--- src/rtl/regbank_pkg.sv ---
// Shared constants and FSM state encoding for the register-bank access controller.
package regbank_pkg;

    localparam int DATA_W   = 16;
    localparam int ADDR_W   = 3;
    localparam int NUM_REGS = 2 ** ADDR_W;

    typedef enum logic [1:0] {
        ST_IDLE   = 2'd0,
        ST_ACCESS = 2'd1,
        ST_RESP   = 2'd2
    } state_e;

endpackage

--- src/rtl/decoder3to8.sv ---
// Index-to-one-hot decoder with enable; all zeros when disabled.
module decoder3to8 #(
    parameter int ADDR_W   = regbank_pkg::ADDR_W,
    parameter int NUM_REGS = regbank_pkg::NUM_REGS
) (
    input  logic [ADDR_W-1:0]   addr_i,
    input  logic                en_i,
    output logic [NUM_REGS-1:0] dec_o
);

    always_comb begin
        // NOTE: assigning a default before any conditional keeps this purely combinational (no latch).
        dec_o = '0;
        if (en_i) begin
            dec_o[addr_i] = 1'b1;
        end
    end

endmodule

--- src/rtl/regbank_ctrl.sv ---
// Two-requester round-robin arbiter driving a register bank through IDLE/ACCESS/RESP.
module regbank_ctrl #(
    parameter int DATA_W   = regbank_pkg::DATA_W,
    parameter int ADDR_W   = regbank_pkg::ADDR_W,
    parameter int NUM_REGS = regbank_pkg::NUM_REGS
) (
    input  logic                clk_i,
    input  logic                rst_i,
    input  logic                req0_i,
    input  logic                req1_i,
    input  logic                wr0_i,
    input  logic                wr1_i,
    input  logic [ADDR_W-1:0]   addr0_i,
    input  logic [ADDR_W-1:0]   addr1_i,
    input  logic [DATA_W-1:0]   wdata0_i,
    input  logic [DATA_W-1:0]   wdata1_i,
    output logic                ack0_o,
    output logic                ack1_o,
    output logic [DATA_W-1:0]   rd_data_o,
    output logic                busy_o,
    output logic [NUM_REGS-1:0] bank_enable_o,
    output logic [ADDR_W-1:0]   bank_reg_num_o,
    output logic [DATA_W-1:0]   bank_in_o,
    input  logic [DATA_W-1:0]   bank_out_i
);

    import regbank_pkg::*;

    state_e              state_q;
    logic                winner_q;
    logic                winner_d;
    logic                last_grant_q;
    logic                wr_q;
    logic [ADDR_W-1:0]   addr_q;
    logic [DATA_W-1:0]   wdata_q;
    logic [DATA_W-1:0]   rd_data_q;
    logic                ack0_q;
    logic                ack1_q;

    // On a tie the requester not granted last time wins; otherwise whoever is asking.
    always_comb begin
        winner_d = req1_i;
        if (req0_i && req1_i) begin
            winner_d = ~last_grant_q;
        end
    end

    always_ff @(posedge clk_i or posedge rst_i) begin
        if (rst_i) begin
            state_q      <= ST_IDLE;
            winner_q     <= 1'b0;
            last_grant_q <= 1'b1;
            wr_q         <= 1'b0;
            addr_q       <= '0;
            wdata_q      <= '0;
            rd_data_q    <= '0;
            ack0_q       <= 1'b0;
            ack1_q       <= 1'b0;
        end else begin
            // NOTE: non-blocking assignments so every register samples pre-edge values.
            ack0_q <= 1'b0;
            ack1_q <= 1'b0;
            case (state_q)
                ST_IDLE: begin
                    if (req0_i || req1_i) begin
                        state_q  <= ST_ACCESS;
                        winner_q <= winner_d;
                        wr_q     <= winner_d ? wr1_i    : wr0_i;
                        addr_q   <= winner_d ? addr1_i  : addr0_i;
                        wdata_q  <= winner_d ? wdata1_i : wdata0_i;
                    end
                end
                ST_ACCESS: begin
                    state_q      <= ST_RESP;
                    rd_data_q    <= bank_out_i;
                    ack0_q       <= ~winner_q;
                    ack1_q       <= winner_q;
                    last_grant_q <= winner_q;
                end
                ST_RESP: begin
                    // Return the bank-facing registers to their idle values.
                    state_q <= ST_IDLE;
                    wr_q    <= 1'b0;
                    addr_q  <= '0;
                    wdata_q <= '0;
                end
                default: state_q <= ST_IDLE;
            endcase
        end
    end

    decoder3to8 #(
        .ADDR_W   (ADDR_W),
        .NUM_REGS (NUM_REGS)
    ) u_decoder (
        .addr_i (addr_q),
        .en_i   ((state_q == ST_ACCESS) && wr_q),
        .dec_o  (bank_enable_o)
    );

    assign busy_o         = (state_q != ST_IDLE);
    assign bank_reg_num_o = addr_q;
    assign bank_in_o      = wdata_q;
    assign rd_data_o      = rd_data_q;
    assign ack0_o         = ack0_q;
    assign ack1_o         = ack1_q;

endmodule

--- config.mk ---
export PLATFORM = sky130hd
export DESIGN_NAME = regbank_ctrl
export DESIGN_NICKNAME = d
export VERILOG_FILES = /design/src/rtl/regbank_pkg.sv /design/src/rtl/decoder3to8.sv /design/src/rtl/regbank_ctrl.sv
export SDC_FILE = /design/constraint.sdc
export NUM_CORES = 1
export LEC_CHECK = 0
export ABC_AREA = 1
export CAP_MARGIN = 20
export CELL_PAD_IN_SITES_DETAIL_PLACEMENT = 0
export CELL_PAD_IN_SITES_GLOBAL_PLACEMENT = 1
export CORE_AREA = 2 2 83 101
export DETAILED_ROUTE_END_ITERATION = 12
export DIE_AREA = 0 0 85 103
export PLACE_DENSITY = 0.78
export SLEW_MARGIN = 20
export SYNTH_ARGS = -nofsm -noshare
export SYNTH_HDL_FRONTEND = slang
export SYNTH_SLANG_ARGS = --single-unit
--- constraint.sdc ---
create_clock -name clk_i -period 1.9 [get_ports clk_i]
set_input_delay 0.57 -clock clk_i [delete_from_list [all_inputs] [get_ports clk_i]]
set_output_delay 0.57 -clock clk_i [all_outputs]
set_load 0.05 [all_outputs]
==> impl_metrics.tcl <==
set metrics [dict create \
    diodes 0 \
    worst_setup_path_end_kind "primary output" \
    relSlewSlack 0.5289 \
    r2r_start "state_q[1]" \
    cp-start-kind "register" \
    clk_path_buf_depth 2 \
    rows 36 \
    violations "setup timing" \
    vias 2093 \
    reg2reg_to "bank_in_o[0]" \
    fin_ws_ps -24.06 \
    ctsHtreeMaxLevel 2 \
    p_per_area_mw_per_mm2 1735 \
    area_growth_pct 70.39 \
    worst_slew_pin_slew_ps 704.9 \
    fmax_mhz 519.7 \
    min-delay-path-class "reg -> reg" \
    period_minus_slack_ps 1924 \
    grt_pass1_vias 2010 \
    portBuffers 105 \
    dieHeight_um 103 \
    remaining_drc_errors 0 \
    dpl.hpwl_um 4486 \
    leakage_nw 1.865 \
    grt_max_degree 24 \
    dr.pass1.iters 4 \
    dieArea_mm2 0.008755 \
    r2r_setup_slack_ps 400 \
    postSynthCellCount 284 \
    required_ps 1330 \
    grt_pass1_wl_um 9715 \
    cts.sinks 42 \
    core_mm2 0.007883 \
    clkPwrFrac 0.139 \
    postRouteAntennaNets 0 \
    p_int_mw 3.015 \
    fin_skew_ps 7.579 \
    wl_per_cell_um 11.98 \
    min_to "rd_data_o[2]" \
    setup.worst_path.class "reg -> out" \
    synth_top_cell_by_area "dfrtp_1" \
    worstHoldStart "rd_data_o[2]" \
    synthTopCellsByArea "dfrtp_1 (50%), nand2_1 (18%), nand3_1 (15%)" \
    clk_pin_slew_ps 90 \
    cap_violations 0 \
    final_net_count 455 \
    ir_drop_mv 1.004 \
    setup_viol 8 \
    drt_wl_total_um 5883 \
    clock-root-buffer "clkbuf_8" \
    track_usage 0.1380 \
    cp_max_fo 4 \
    yosysWarnings 0 \
    outcome "finished, violations left" \
    ctsHoldBuffers 0 \
    ys_ff_latch 42 \
    syn-num-nets 344 \
    ios 106 \
    yosysUniqueCellTypes 13 \
    initial_core_util 0.2616 \
    whs_path_depth 2 \
    routed_via_density 4.263 \
    synth.avg_cell_area_um2 7.260 \
    swShare 0.5055 \
    finalCritPeriodShare 1.013 \
    yosysSeqAreaShare 0.5103 \
    rsz0062_at_grt "yes" \
    syn-cell-area_mm2 0.002062 \
    drv_slew 0 \
    yosysTopAreaCellShare 0.4976 \
    cts_tree "built" \
    die_w_um 85 \
    routabilityCongestion 0.7647 \
    hold_viol_final 0 \
    arrival_ps 1350 \
    rr_worst_depth 5 \
    drt_iter0_drc 56 \
    clkLatencyLatePin_ps 290 \
    grt_antenna_before_repair 0 \
    power_frac_seq 0.265 \
    p_total_mw 6.096 \
    drive_gt1_frac 0.2172 \
    grt_overflow_total 0 \
    combPwrFrac 0.596 \
    cts_made_buffers 5 \
    holdWs_ps 489.3 \
    p_sw_mw 3.081 \
]
==> cell type report <==
class	count	area, µm²
inverters	49	183.9
multi-input cells	178	842.1
clock inverters	3	68.82
well taps	95	118.9
repair buffers	119	1179
clock buffers	5	68.82
flip-flops and latches	42	1052
fillers	807	4369
==> through the flow <==
stage          setup slack, ps  cell area, µm²  TNS [ps]  utilization  std cells
2_1_floorplan           -214.5            2064     -1486            -        284
3_3_place_gp             117.7            3273         0       0.4152        481
3_5_place_dp             103.4            3273         0       0.4152        481
4_1_cts                 -54.85            3506    -420.7       0.4448        490
5_1_grt                 -110.6            3513    -846.7       0.4457        491
6_report                -24.06            3513    -152.9       0.4457        491
==> critical path, stage by stage, from the launching register on <==
cell,delay (ps)
dfrtp_1,400
inv_2,80
nand2_4,50
nor2_4,140
nand2_4,120
nor2_4,120
buf_12,140
==> Yosys cell counts <==
master / n
buf_2: 11
buf_4: 2
clkbuf_1: 2
dfrtp_1: 41
dfstp_2: 1
inv_1: 48
inv_2: 1
nand2_1: 100
nand3_1: 60
nor2_1: 15
nor2_2: 1
o21ai_0: 1
o21ai_1: 1
==> flip-flops by register name (all words and copies together), names as in the netlist <==
register and count:
ack0_o 1, ack1_o 1, bank_in_o 16, bank_reg_num_o 3, last_grant_q 1, rd_data_o 16
state_q 2, winner_q 1, wr_q 1
==> metal layers <==
metal	up-vias	GRT usage	share of wire
li1	1074	-	-
met1	944	0.1776	0.44
met2	73	0.2350	0.49
met3	2	0.03603	0.063
met4	0	0.02930	0.0049
met5	-	0	0
==> power groups by stage <==
stage               Clock [mW]  Sequential [mW]  Combinational [mW]
finish                   0.849             1.62                3.63
global route             0.917             1.68                3.91
CTS                      0.877             1.63                3.67
detailed placement           0             1.63                3.54
global placement             0             1.63                3.50
floorplan                    0             2.87                1.05
==> timing repair <==
item,4_1_cts,5_1_grt
pin swaps,2,2
cloned,0,0
gates resized for setup,24,0
buffers inserted,1,1
endpoints found under the setup margin,8,8
==> cell families (layout without fill, tap and decap cells) <==
kind of cell,after synthesis,in the layout,synth area share
and+or+nand+nor,176,176,0.3580
DFF,42,42,0.5103
AOI/OAI and AO/OA,2,2,0.004850
buffers and inverters,64,176,0.1268
==> worst max-delay path by stage <==
stage               startpoint                to  slack (ps)  cells past startpoint
detailed placement      req0_i      bank_in_o[2]         100                      7
floorplan           state_q[1]  bank_enable_o[1]        -210                      6
global placement        req1_i      bank_in_o[6]         120                      6
CTS                 state_q[1]  bank_enable_o[4]         -50                      6
finish              state_q[1]  bank_enable_o[7]         -20                      6
global route        state_q[1]  bank_enable_o[2]        -110                      6
==> cell usage in the layout (no fill, tap or decap), drive strengths merged <==
cell type      count
nand2            100
nand3             60
buf               60
clkdlybuf4s50     59
inv               49
dfrtp             41
nor2              16
clkbuf             5
bufinv             2
o21ai              2
clkinv             1
dfstp              1
No activity file was read; power rests on OpenSTA's default activity.
==> RTL edit (config.mk and constraints unchanged) <==
Set the package constant `ADDR_W` to 2 (it was 3).
--- a/src/rtl/regbank_pkg.sv
+++ b/src/rtl/regbank_pkg.sv
@@ -4,3 +4,3 @@
     localparam int DATA_W   = 16;
-    localparam int ADDR_W   = 3;
+    localparam int ADDR_W   = 2;
     localparam int NUM_REGS = 2 ** ADDR_W;
Ports: changed (resized addr0_i, addr1_i, bank_enable_o and bank_reg_num_o); port bits go from 106 to 99. The function was not compared with the original's and may differ.
==> RTL edit against the original RTL <==
- sequential share of layout area rose by 0.82 points
- cell area decreased by 4.6%
- first-iteration DRC count increased by 20%
- area after synthesis is 0.61% higher
- wire length decreased by 0.95%
- total power decreased by 3.4%
- setup slack gained 0.053 ns
- sequential cell count shrank 1
- critical endpoint is now bank_enable_o[3]
==> RTL edit: results (changes against the original RTL) <==
[logic_synthesis]
synth_nets=321  ; -6.7%
ys_top_cells_by_count=nand2_1 (89), nand3_1 (50), inv_1 (42)
synth_area_leaders=dfrtp_1 (48%), nand2_1 (16%), nand3_1 (12%)

[placement]
hpwl_mm=4.37  ; -2.7%
place_area_mm2=0.00318  ; -2.8%
port_buffers=98  ; -6.7%
place.gp.congestion=0.774  ; +1.2%

[global_routing]
use_met3_pct=2.16  ; -1.4 points
use_met2_pct=25.2  ; +1.7 points
use_met1_pct=16.4  ; -1.3 points
grt_use_total_pct=13.7  ; -0.074 points
grt_pass1_wl_mm=9.57  ; -1.5%
grt_start_max_net_pins=21  ; -13%

[sta]
worst_pin_slew_ns=0.522  ; -0.183 ns
finalClockSkew_ns=0.00908  ; +0.00150 ns

[finish]
clk_share_pct=3.47  ; -0.44 points
nMultiInputCombCells=163  ; -8.4%
signal_buffers=114  ; -4.2%
final_nets=428  ; -5.9%
clockBufferCount=7  ; +2
inverters=45  ; -8.2%
final_layout_size_suffix_gt1_share_pct=24.3  ; +2.5 points
seq_cells=41  ; -2.4%
multiInputGateArea_um2=805  ; -4.5%
final-nonclk-buf-share_pct=33.2  ; -0.39 points
regArea_mm2=0.00103  ; -2.0%

[cts]
ctsResizeCount=3  ; -88%
cts_setup_buffers=4  ; +3

[route]
met2_wirelength_mm=3.23  ; +11%
drt_iter0_drc=67  ; +20%
wl_met3_um=239  ; -36%
wl_met1_mm=2.28  ; -11%

[status]
status=finished, final reports clean

[power_and_ir_drop]
combinationalPower_uw=3550  ; -2%
switchingPower_uw=3000  ; -2.7%
p_leak_uw=0.00178  ; -4.7%
vdd_drop_max_uv=719  ; -28%
seqPwrFrac_pct=27.2  ; +0.7 points

[critical_path]
path_delay_family=flip-flops
worst_path_max_delay_cell=dfrtp_2
endpoint=bank_enable_o[3]

[hold_path]
min-delay-start=rd_data_o[12]

-- RTL edit: cell count changes after synthesis, moves of 6 or more --
cell	delta
buf_6	+7
nand3_1	-10
nor2_1	-9
inv_1	-6
buf_2	-8
nand2_1	-11
nand3_2	+7
-- RTL edit: metrics by stage --
| step | hold WS [ns] | std cells | worst slack [ns] | TNS [ns] |
|---|---|---|---|---|
| after detailed placement | 0.461 | 453 | -0.0543 | -0.623 |
| after floorplan | 0.439 | 263 | 0.0610 | 0 |
| after global routing | 0.504 | 466 | -0.0516 | -0.192 |
| after global placement | 0.455 | 453 | 0.00802 | 0 |
| after CTS | 0.482 | 465 | 0.00335 | 0 |
| final | 0.475 | 466 | 0.0287 | 0 |
-- RTL edit: cells by family (layout without fill, tap and decap cells) --
| family | Yosys count | after routing | share of synthesized area, % |
|---|---|---|---|
| AO/OA/AOI/OAI | 2 | 2 | 0.663 |
| buffers and inverters | 59 | 167 | 14.5 |
| flip-flops | 41 | 41 | 49.5 |
| AND/OR/NAND/NOR | 161 | 161 | 35.3 |
